==> src/rtl/set_assoc_wb_cache.sv <==
// Write-back, write-allocate N-way set-associative data cache with FIFO replacement.
// Latency: hit completes 1 cycle after acceptance; miss is 2 + BLK_WORDS*(1+dirty) cycles with zero-wait memory.
// Backpressure: one request at a time; each memory word waits for mem_ack. CACHE_PERF_CNT_EN adds hit/miss/wb counters.
module set_assoc_wb_cache #(
  parameter int ADDR_W    = 8,
  parameter int DATA_W    = 32,
  parameter int WAYS      = 2,
  parameter int SETS      = 8,
  parameter int BLK_WORDS = 2
) (
  input  logic              clk,
  input  logic              rstn,
  input  logic              cpu_req,
  input  logic              cpu_we,
  input  logic [ADDR_W-1:0] cpu_addr,
  input  logic [DATA_W-1:0] cpu_wdata,
  output logic [DATA_W-1:0] cpu_rdata,
  output logic              cpu_ready,
  output logic              hit,
  output logic              mem_req,
  output logic              mem_we,
  output logic [ADDR_W-1:0] mem_addr,
  output logic [DATA_W-1:0] mem_wdata,
  input  logic [DATA_W-1:0] mem_rdata,
  input  logic              mem_ack
`ifdef CACHE_PERF_CNT_EN
  ,
  output logic [31:0]       hit_cnt,
  output logic [31:0]       miss_cnt,
  output logic [31:0]       wb_cnt
`endif
);

  localparam int OFF_B = $clog2(BLK_WORDS);
  localparam int IDX_B = $clog2(SETS);
  localparam int TAG_W = ADDR_W - IDX_B - OFF_B;
  localparam int WAY_W = (WAYS > 1) ? $clog2(WAYS) : 1;
  localparam int CNT_W = (OFF_B > 0) ? OFF_B : 1;

  typedef enum logic [1:0] {S_IDLE, S_LOOKUP, S_WB, S_REFILL} state_t;
  state_t state, state_nx;

  logic [WAYS-1:0]   valid    [SETS];
  logic [WAYS-1:0]   dirty    [SETS];
  logic [WAY_W-1:0]  fifo_ptr [SETS];
  logic [TAG_W-1:0]  tag_arr  [SETS][WAYS];
  logic [DATA_W-1:0] data_arr [SETS][WAYS][BLK_WORDS];

  logic              req_we, missed, victim_fifo;
  logic [ADDR_W-1:0] req_addr;
  logic [DATA_W-1:0] req_wdata;
  logic [WAY_W-1:0]  victim;
  logic [CNT_W-1:0]  cnt, cnt_nx;

  logic [CNT_W-1:0]  req_off;
  logic [IDX_B-1:0]  req_idx;
  logic [TAG_W-1:0]  req_tag;
  logic              hit_any, inv_any, vic_wb, last;
  logic [WAY_W-1:0]  hit_way, inv_way, vic_way;
  logic [DATA_W-1:0] hit_word;

  function automatic logic [ADDR_W-1:0] mk_addr(input logic [TAG_W-1:0] t,
                                                input logic [IDX_B-1:0] i,
                                                input logic [CNT_W-1:0] o);
    logic [ADDR_W-1:0] a;
    a = ADDR_W'(t) << (IDX_B + OFF_B);
    a = a | (ADDR_W'(i) << OFF_B);
    if (OFF_B > 0) a = a | ADDR_W'(o);
    return a;
  endfunction

  assign req_off  = CNT_W'(req_addr & ADDR_W'(BLK_WORDS - 1));
  assign req_idx  = IDX_B'(req_addr >> OFF_B);
  assign req_tag  = TAG_W'(req_addr >> (OFF_B + IDX_B));
  assign cnt_nx   = cnt + 1'b1;
  assign last     = (cnt == CNT_W'(BLK_WORDS - 1));
  assign vic_way  = inv_any ? inv_way : fifo_ptr[req_idx];
  assign vic_wb   = valid[req_idx][vic_way] && dirty[req_idx][vic_way];
  assign hit_word = data_arr[req_idx][hit_way][req_off];

  // Tag match and lowest-index invalid way for the latched request's set
  always_comb begin
    hit_any = 1'b0;
    hit_way = '0;
    inv_any = 1'b0;
    inv_way = '0;
    for (int w = 0; w < WAYS; w++) begin
      if (valid[req_idx][w] && tag_arr[req_idx][w] == req_tag) begin
        hit_any = 1'b1;
        hit_way = WAY_W'(w);
      end
    end
    for (int w = WAYS - 1; w >= 0; w--) begin
      if (!valid[req_idx][w]) begin
        inv_any = 1'b1;
        inv_way = WAY_W'(w);
      end
    end
  end

  // State register
  always_ff @(posedge clk or negedge rstn) begin
    if (!rstn) state <= S_IDLE;
    else       state <= state_nx;
  end

  // Next state and CPU-side completion outputs; a refill always ends back in LOOKUP
  always_comb begin
    state_nx  = state;
    cpu_ready = 1'b0;
    hit       = 1'b0;
    cpu_rdata = '0;
    case (state)
      S_IDLE:   if (cpu_req) state_nx = S_LOOKUP;
      S_LOOKUP: begin
        if (hit_any) begin
          cpu_ready = 1'b1;
          hit       = !missed;
          if (!req_we) cpu_rdata = hit_word;
          state_nx  = S_IDLE;
        end else begin
          state_nx  = vic_wb ? S_WB : S_REFILL;
        end
      end
      S_WB:     if (mem_ack && last) state_nx = S_REFILL;
      S_REFILL: if (mem_ack && last) state_nx = S_LOOKUP;
      default:  state_nx = S_IDLE;
    endcase
  end

  // Request latch, line state, replacement pointers and registered memory port
  always_ff @(posedge clk or negedge rstn) begin
    if (!rstn) begin
      req_we      <= 1'b0;
      req_addr    <= '0;
      req_wdata   <= '0;
      missed      <= 1'b0;
      victim      <= '0;
      victim_fifo <= 1'b0;
      cnt         <= '0;
      mem_req     <= 1'b0;
      mem_we      <= 1'b0;
      mem_addr    <= '0;
      mem_wdata   <= '0;
      for (int s = 0; s < SETS; s++) begin
        valid[s]    <= '0;
        dirty[s]    <= '0;
        fifo_ptr[s] <= '0;
      end
    end else begin
      case (state)
        S_IDLE: begin
          missed <= 1'b0;
          if (cpu_req) begin
            req_we    <= cpu_we;
            req_addr  <= cpu_addr;
            req_wdata <= cpu_wdata;
          end
        end
        S_LOOKUP: begin
          if (hit_any) begin
            if (req_we) dirty[req_idx][hit_way] <= 1'b1;
          end else begin
            victim      <= vic_way;
            victim_fifo <= !inv_any;
            missed      <= 1'b1;
            cnt         <= '0;
            mem_req     <= 1'b1;
            mem_we      <= vic_wb;
            mem_addr    <= vic_wb ? mk_addr(tag_arr[req_idx][vic_way], req_idx, '0)
                                  : mk_addr(req_tag, req_idx, '0);
            mem_wdata   <= data_arr[req_idx][vic_way][0];
          end
        end
        S_WB: begin
          if (mem_ack) begin
            if (last) begin
              cnt      <= '0;
              mem_we   <= 1'b0;
              mem_addr <= mk_addr(req_tag, req_idx, '0);
            end else begin
              cnt       <= cnt_nx;
              mem_addr  <= mk_addr(tag_arr[req_idx][victim], req_idx, cnt_nx);
              mem_wdata <= data_arr[req_idx][victim][cnt_nx];
            end
          end
        end
        S_REFILL: begin
          if (mem_ack) begin
            if (last) begin
              mem_req                <= 1'b0;
              valid[req_idx][victim] <= 1'b1;
              dirty[req_idx][victim] <= 1'b0;
              if (victim_fifo)
                fifo_ptr[req_idx] <= (WAYS > 1) ? fifo_ptr[req_idx] + 1'b1 : '0;
            end else begin
              cnt      <= cnt_nx;
              mem_addr <= mk_addr(req_tag, req_idx, cnt_nx);
            end
          end
        end
        default: ;
      endcase
    end
  end

  // Tag and data arrays: refill words land as they arrive, write hits merge in place
  always_ff @(posedge clk) begin
    if (state == S_LOOKUP && hit_any && req_we)
      data_arr[req_idx][hit_way][req_off] <= req_wdata;
    if (state == S_REFILL && mem_ack) begin
      data_arr[req_idx][victim][cnt] <= mem_rdata;
      if (last) tag_arr[req_idx][victim] <= req_tag;
    end
  end

`ifdef CACHE_PERF_CNT_EN
  // Saturating event counters: hit completion, miss completion, written-back block
  always_ff @(posedge clk or negedge rstn) begin
    if (!rstn) begin
      hit_cnt  <= '0;
      miss_cnt <= '0;
      wb_cnt   <= '0;
    end else begin
      if (state == S_LOOKUP && hit_any && !missed && hit_cnt != 32'hFFFF_FFFF)
        hit_cnt <= hit_cnt + 1'b1;
      if (state == S_LOOKUP && hit_any && missed && miss_cnt != 32'hFFFF_FFFF)
        miss_cnt <= miss_cnt + 1'b1;
      if (state == S_WB && mem_ack && last && wb_cnt != 32'hFFFF_FFFF)
        wb_cnt <= wb_cnt + 1'b1;
    end
  end
`endif

endmodule

==> config.mk <==
export PLATFORM = sky130hd
export DESIGN_NAME = set_assoc_wb_cache
export DESIGN_NICKNAME = d
export VERILOG_FILES = /design/src/rtl/set_assoc_wb_cache.sv
export SDC_FILE = /design/constraint.sdc
export NUM_CORES = 1
export LEC_CHECK = 0
export CELL_PAD_IN_SITES_DETAIL_PLACEMENT = 0
export CELL_PAD_IN_SITES_GLOBAL_PLACEMENT = 2
export CORE_MARGIN = 3
export CORE_UTILIZATION = 40
export CTS_CLUSTER_DIAMETER = 80
export CTS_CLUSTER_SIZE = 12
export DETAILED_ROUTE_END_ITERATION = 10
export PLACE_DENSITY_LB_ADDON = 0.1
export REMOVE_ABC_BUFFERS = 1
export SYNTH_ARGS = -nofsm -noshare
export SYNTH_HDL_FRONTEND = slang
export SYNTH_SLANG_ARGS = --single-unit
==> constraint.sdc <==
create_clock -name clk -period 6 [get_ports clk]
set_input_delay 1.5 -clock clk [delete_from_list [all_inputs] [get_ports clk]]
set_output_delay 1.5 -clock clk [all_outputs]
set_load 0.02 [all_outputs]
# Word level (Yosys, flattened, before mapping)
# Memories as Yosys holds them, arrays and structs flattened.
# Index checks and enable logic that the tools add are counted.
[word_totals] mem_bits_rw=1088 in_bits=77 register_bits=129 n_memories=2 output_inout_bits=76
[op_classes] muxes=239 order_cmp=17 n_reduce_logical=33 add_sub_neg=2 bitwise_logic=145 n_eq_ne=17
[mem_list] memory="data_arr" depth=8 word_bits=128 rd=1 rd_ports_with_merged_regs=0 wr=1 line="47" source="logic [DATA_W-1:0] data_arr [SETS][WAYS][BLK_WORDS];"
[mem_list] memory="tag_arr" depth=8 word_bits=8 rd=1 rd_ports_with_merged_regs=0 wr=1 line="46" source="logic [TAG_W-1:0] tag_arr [SETS][WAYS];"
[ops] op="two-way mux 64 bit" count=11
[ops] op="two-way mux 32 bit" count=14
[ops] op="two-way mux 128 bit" count=2
[ops] op="two-way mux 1 bit" count=162
[ops] op="demux 64 bit (select 1 bit)" count=2
[ops] op="OR 1 bit" count=128
[ops] op="demux 32 bit (select 1 bit)" count=2
[ops] op="two-way mux 16 bit" count=4
[ops] op="one-hot mux 32 bit (2 select lines)" count=1
[ops] op="two-way mux 8 bit" count=7
[ops] op="OR 16 bit" count=2
[ops] op="one-hot mux 16 bit (2 select lines)" count=1
[ops] op="two-way mux 4 bit" count=7
[ops] op="!= test 2 bit (second input constant)" count=12
[ops] op="OR 8 x 4 -> 8 bit" count=3
[ops] op="one-hot mux 8 bit (3 select lines)" count=1
[ops] op="two-way mux 2 bit" count=10
[ops] op="AND reduction 4 bit" count=5
[ops] op="AND 16 bit" count=1
[ops] op="inverter 16 bit" count=1
[ops] op="OR 8 x 1 -> 8 bit" count=2
[ops] op="logical AND 1 bit" count=14
[ops] op="binary-select mux 2 bit (select 3 bit)" count=2
[ops] op="demux 2 bit (select 3 bit)" count=2
[ops] op="other kinds (28)" count=57

# Logic depth before layout (Yosys ltp)
# Gate-level depths: netlist of run 1.
[depth] word_depth=16 depth_mapped=15 depth_no_buf=7

# Worst setup path before layout of run 1
# OpenSTA, ideal clock, no wires.
[synth_timing] path_kind="register to output" start="register req_addr[1]" end="output port cpu_rdata[26]" required_time_ps=4500 arrival_time_ps=2901 stages_incl_launch_ff=13 path_buffers=5 slack_ps=1599 path_cell_list="dfrtp_1 > buf_6 > buf_8 > buf_8 > mux2i_1 > o22ai_1 > or3_1 > a211o_1 > or2_1 > buf_2 > buf_4 > mux4_2 > nor2_1"
[synth_via] elab_chain_cells=16 word_cells_on_any_way=23
[synth_rtl] item="from (decl)" line="50" source="logic [ADDR_W-1:0] req_addr;"
[synth_rtl] item="from (signal assigned)" line="156" source="req_addr <= cpu_addr;"
[synth_rtl] item="parallel branches: the longest is 14 deep, another holds memory read (8 x 8 bit)"
[synth_rtl] item="two-way mux 32 bit (*)" line="116" source="if (hit_any) begin"
[synth_rtl] item="two-way mux 32 bit (*)" line="113" source="case (state)"
[synth_rtl] item="to (decl)" line="17" source="output logic [DATA_W-1:0] cpu_rdata,"
# Every way passes the cells marked *. The select of a mux whose other input is x is not followed.

# Final worst setup path of run 1
[layout_timing] start="register req_addr[3]" end="output port cpu_rdata[16]"
# Same word-level chain as after synthesis.

==> impl_metrics.json, run 1 <==
{
  "peakVddDrop_mv": 0.284,
  "synthFlopType": "edfxtp_1",
  "met2_usage_pct": 44.8,
  "drive_above_1_share_pct": 20.2,
  "ys_seq_area_share_pct": 71.2,
  "worstPathMaxFanout": 16,
  "num_vias": 31612,
  "synth.distinct_cells": 79,
  "reg2reg_from": "req_addr[1]",
  "core.rowCount": 129,
  "reg2reg_to": "data_arr[2][72]",
  "ff2ff_path_depth": 12,
  "grt_overflow": 0,
  "clock_skew_ps": 43.4,
  "layout_commonest_cell": "edfxtp_1",
  "async_flop_share_pct": 10.6,
  "critical_path_class": "reg2out",
  "synth_area_sq_um": 50400,
  "start_util_pct": 40.5,
  "period_share_pct": 97.8,
  "status": "finished, final reports clean",
  "drtPass1Iterations": 6,
  "layoutNonFillerInstCount": 5066,
  "placed_cells": 4831,
  "worstMarginPinSlew_ps": 1180,
  "cts_buffer_depth": 3,
  "maxCapViolCount": 0,
  "met1_usage_pct": 39.1,
  "post-route-min-period_ps": 5870,
  "clk_latency_ps": 730,
  "fin_total_pwr_uw": 30300,
  "h-tree-depth": 3,
  "cp-start-kind": "register",
  "dieWidth_um": 361,
  "syn2layout_area_growth_pct": 16.1,
  "cp.required_ps": 4500,
  "critPathCaptureType": "output pin",
  "via_per_inst": 6.24,
  "min_path_type": "reg2reg",
  "min_path_cells": 1,
  "layout.nets": 3410,
  "grt_busiest_layer": "met2",
  "grt_max_degree": 64,
  "post_synth.cell_area_avg_sq_um": 16.3,
  "hold_violations": 0,
  "grtUsageTotal_pct": 27.6,
  "synth_edf_count": 1088,
  "max-slew-margin-rel_pct": 21.0,
  "rsz0062_at_grt": "true",
  "rrSetupSlack_ps": 980,
  "die_y_um": 361,
  "antenna_left": 0,
  "fmax_ghz": 0.170,
  "min-delay-start": "valid[12]",
  "power_density_nw_per_um2": 517,
  "syn_inst": 3098,
  "cts.sinks": 1217,
  "yosysTopAreaCell": "edfxtp_1",
  "port_buffers": 152,
  "synthDominantCellAreaShare_pct": 64.8,
  "crit_arrival_ps": 4370,
  "drcViolationCount": 0,
  "detailed_place_hpwl_um": 106000,
  "gp_congestion": 0.826,
  "core_sq_um": 124000,
  "antenna_found_initial": 8,
  "grt_pass1_vias": 31176,
  "cts-root-buf": "clkbuf_16",
  "drt_iter0_drc": 3894,
  "cts_buffers": 113,
  "wl_um": 183000,
  "routedWlPerCell_um": 36.0,
  "yosys_warnings": 0,
  "min_to": "valid[12]",
  "tritoncts": "built",
  "leakage_uw": 0.0196,
  "synthTopCellsByArea": "edfxtp_1, dfrtp_1, mux4_2",
  "fin_tns_setup_ps": 0,
  "grt_pass1_wl_um": 252000,
  "synth_seq_cells": 1217,
  "io-pin-count": 153,
  "drv_slew": 0,
  "met3_usage_pct": 4.29,
  "finalSetupViolations": 0,
  "final_cell_mix": "edfxtp_1, nand2_1, a22oi_1",
  "clk_pin_slew_worst_paths_ps": 60,
  "die_area_sq_um": 130000,
  "cts_hold_buf": 0
}
-- layer usage --
layer,routed length (um),vias to the layer above
li1,-,12912
met1,77500,16960
met2,86500,1477
met3,13500,261
met4,5150,2
met5,13,-
-- cell type report --
type,instances,area [sq um]
Inverter,40,150
Antenna cell,1,2.50
Fill cell,10672,65900
Clock inverter,8,101
Sequential cell,1217,35900
Multi-Input combinational cell,1620,13700
Timing Repair Buffer,337,3400
Clock buffer,206,3250
Tap cell,1637,2050
-- cells in the mapped netlist, drive strengths merged (8+ instances only) --
| library cell | count |
|---|---|
| and3 | 24 |
| edfxtp | 1088 |
| o21ai | 70 |
| clkbuf | 122 |
| mux4 | 94 |
| nor2 | 102 |
| and2 | 8 |
| o2bb2ai | 10 |
| o2111ai | 8 |
| buf | 100 |
| o22ai | 30 |
| inv | 40 |
| a222oi | 21 |
| a22oi | 185 |
| a31oi | 13 |
| nand3 | 17 |
| nand2 | 280 |
| mux2i | 109 |
| nor3 | 10 |
| nor2b | 24 |
| dfrtp | 129 |
| a21oi | 59 |
| mux2 | 240 |
| a22o | 33 |
| a221oi | 95 |
| nand4 | 13 |
| or2 | 22 |
| a221o | 35 |
| o211ai | 9 |
-- kinds of logic after synthesis --
kind of cell | synth area share (%)
muxes | 11.7
AOI/OAI and AO/OA | 9.28
adders and majority gates | 0.0993
xor gates and xnor gates | 0.0174
and+or+nand+nor | 5.18
buffers and inverters | 2.48
DFF | 71.2
-- worst max-delay path, stage by stage, from the launching register on --
cell and delay (ps):
dfrtp_4 630, buf_16 230, mux2i_1 130, a22oi_1 290, and3_1 220, a211o_1 230, or2_4 270, buf_12 260
mux4_2 610, nor2_1 120, clkdlybuf4s50_1 620
-- worst max path at each step --
| stage | from | to | slack [ps] | depth (start not counted) |
|---|---|---|---|---|
| 5_1_grt | req_addr[3] | cpu_rdata[16] | -20 | 10 |
| 3_5_place_dp | req_addr[3] | cpu_rdata[5] | 560 | 8 |
| 3_3_place_gp | req_addr[3] | cpu_rdata[5] | 590 | 8 |
| 2_1_floorplan | req_addr[3] | cpu_rdata[29] | -7540 | 5 |
| 4_1_cts | req_addr[2] | cpu_rdata[16] | 8 | 9 |
| 6_report | req_addr[3] | cpu_rdata[16] | 130 | 10 |
-- what timing repair did --
action,CTS,global route
gates resized for setup,12,7
setup endpoints to repair,27,25
gates cloned,1,1
pin swaps,2,1
setup buffers,2,16
endpoints found under the hold margin,0,0
-- state kept, by name, indices dropped and copies added (netlist names) --
| register | cells |
|---|---|
| valid | 16 |
| mem_wdata | 32 |
| victim | 1 |
| req_addr | 8 |
| mem_req | 1 |
| mem_we | 1 |
| state | 2 |
| fifo_ptr | 8 |
| cnt | 1 |
| data_arr | 1024 |
| req_we | 1 |
| dirty | 16 |
| mem_addr | 8 |
| tag_arr | 64 |
| missed | 1 |
| req_wdata | 32 |
| victim_fifo | 1 |
-- metrics by stage --
stage / util [%] / hold WS (ps) / instance area, sq um / setup slack [ps]
after detailed placement: 44.1 / 451 / 54900 / 559
after global placement: 44.1 / 448 / 54900 / 593
after CTS: 46.9 / 467 / 58300 / 8.24
final: 47.0 / 467 / 58500 / 130
after global routing: 47.0 / 481 / 58500 / -20.1
after floorplan: - / 434 / 49300 / -7540
-- power breakdown --
group	internal [uW]	switching, uW	leakage, uW	total (uW)
Sequential	10900	541	0.0114	11500
Clock	3650	3180	0.00159	6820
Combinational	4480	7510	0.00671	12000
Note: power is estimated with default switching activity, not from simulation.
==> run 2: changes to the inputs <==
- clock period: 6 -> 6.3 ns (I/O delays scaled with it)
==> run 2 against run 1 <==
Register-to-register slack better by 80 ps. Clock power down 6.0%. Non-clock buffer count decreased by 34. Die area did not move. Utilization shrank 0.37 points. Final cell count is 0.69% lower. Sequential power decreased by 4%. Via count down 1.0%. Power is 5.6% lower. Combinational power decreased by 7%. Critical path type unchanged. Critical endpoint is now cpu_rdata[10]. Largest cell class unchanged.
==> impl_metrics.json, run 2 (synthesis results as in run 1) <==
{
  "reg_top3": "data_arr (1024), tag_arr (64)",
  "antenna_found_initial": 6,
  "layoutNonFillerInstCount": 5031,
  "io-pin-count": 153,
  "drtPass1Iterations": 6,
  "grt_overflow": 0,
  "layout.nets": 3374,
  "syn2layout_area_growth_pct": 15.2,
  "fmax_ghz": 0.161,
  "die_y_um": 361,
  "wl_um": 181000,
  "startpoint": "req_addr[3]",
  "clock_skew_ps": 30.6,
  "reg2reg_from": "req_addr[3]",
  "drv_slew": 0,
  "cp.required_ps": 4720,
  "clk_latency_ps": 710,
  "critPathCaptureType": "output pin",
  "post-route-min-period_ps": 6210,
  "largest_register_ffs": 1024,
  "cp_num_buf_inv": 3,
  "cts_buffers": 112,
  "cp-start-kind": "register",
  "port_buffers": 152,
  "antenna_left": 0,
  "path_cells": "buf_12, buf_4, mux2_2, a222oi_1, mux4_2, nor2_1, clkdlybuf4s50_1",
  "min_path_type": "reg2reg",
  "max_stage_delay_ps": 870,
  "leakage_uw": 0.0194,
  "grtUsageTotal_pct": 27.5,
  "fill_cells": 10591,
  "worstPathMaxFanout": 56,
  "cts_buffer_depth": 3,
  "status": "finished, final reports clean",
  "max-slew-margin-rel_pct": 11.1,
  "min-delay-start": "valid[3]",
  "placed_cells": 4813,
  "cts_hold_buf": 0,
  "drcViolationCount": 0,
  "tritoncts": "built",
  "h-tree-depth": 3,
  "final_cell_mix": "edfxtp_1, nand2_1, a22oi_1",
  "hold_violations": 0,
  "drive_above_1_share_pct": 19.2,
  "core_sq_um": 124000,
  "die_area_sq_um": 130000,
  "core.rowCount": 129,
  "slowest_stage": "a222oi_1",
  "via_per_inst": 6.22,
  "clk_pin_slew_worst_paths_ps": 70,
  "rsz0062_at_grt": "false",
  "gp_congestion": 0.802,
  "crit_arrival_ps": 4640,
  "finalSetupViolations": 0,
  "drt_iter0_drc": 3517,
  "grt_max_degree": 88,
  "hold_slack_ps": 461,
  "cts.sinks": 1217,
  "top_register": "data_arr",
  "critical_path_class": "reg2out",
  "power_density_nw_per_um2": 492,
  "detailed_place_hpwl_um": 106000,
  "start_util_pct": 40.5,
  "period_share_pct": 98.6,
  "cts-root-buf": "clkbuf_16",
  "seq_area_sq_um": 35900,
  "routedWlPerCell_um": 36.1,
  "layout_commonest_cell": "edfxtp_1",
  "grt_pass1_wl_um": 251000,
  "worstMarginPinSlew_ps": 1330,
  "dieWidth_um": 361,
  "num_vias": 31284,
  "multi_input_area_sq_um": 13700,
  "critPathTopFamily": "buffers and inverters",
  "grt_pass1_vias": 31014,
  "peakVddDrop_mv": 0.338,
  "maxCapViolCount": 0
}
[run 2: cell count changes in the layout (fill, tap and decap cells not counted), moves of 2 or more]
cell / previous run / this run
bufinv_16: 0 / 2
buf_6: 8 / 3
clkbuf_1: 89 / 91
buf_8: 2 / 0
nor2b_2: 3 / 5
buf_4: 147 / 126
clkbuf_16: 117 / 113
inv_16: 2 / 0
buf_12: 32 / 27
diode_2: 1 / 5
[run 2: cell type report]
type,instances,share of cell area (%)
Sequential cell,1217,61.8
Multi-Input combinational cell,1619,23.5
Clock buffer,204,5.46
Timing Repair Buffer,303,5.21
Tap cell,1637,3.53
Inverter,40,0.258
Clock inverter,6,0.190
Antenna cell,5,0.0215
[run 2: per-stage QoR]
stage | utilization, % | setup TNS, ps | instance area, sq um | setup WS (ps) | power, uW
3_5_place_dp | 44.0 | 0 | 54700 | 675 | 22200
5_1_grt | 46.7 | 0 | 58100 | 7.12 | 29700
2_1_floorplan | - | -4893190 | 49300 | -7310 | 17500
6_report | 46.7 | 0 | 58100 | 89.0 | 28600
3_3_place_gp | 44.0 | 0 | 54700 | 666 | 22000
4_1_cts | 46.6 | 0 | 58000 | 22.0 | 28600
[run 2: routing by layer]
layer | part of all wire (%) | up-vias | track usage (%)
met2 | 48 | 1452 | 45.3
met3 | 7.2 | 263 | 4.06
li1 | - | 12811 | -
met1 | 42 | 16758 | 38.6
met4 | 2.6 | 0 | 6.59
met5 | 0 | - | 0
[run 2: worst paths after layout]
path	end	slack, ps	cells past startpoint
setup / recovery	cpu_rdata[10]	90	7
hold / removal	valid[3]	460	1
setup reg to reg	data_arr[1][66]	1060	13
hold reg to reg	valid[3]	460	1
max in group asynchronous	req_addr[1]	4470	2
min in group asynchronous	req_wdata[8]	810	1
[run 2: timing repair]
item                                    in CTS  in global routing
resized for setup                            2                  4
cloned                                       0                  0
endpoints found under the setup margin      10                 19
pin swaps                                    0                  0
buffers inserted                             1                  2
[run 2: where the power goes]
part	switching (uW)	internal (uW)
Sequential	549	10400
Combinational	7100	4110
Clock	2960	3450
[run 2: worst register-to-register path, delay by kind of cell (launching register included)]
family,cells,cell delay (ps)
simple gates,1,540
flops,1,680
mux,1,160
compound gates,5,1350
buf+inv,6,2130
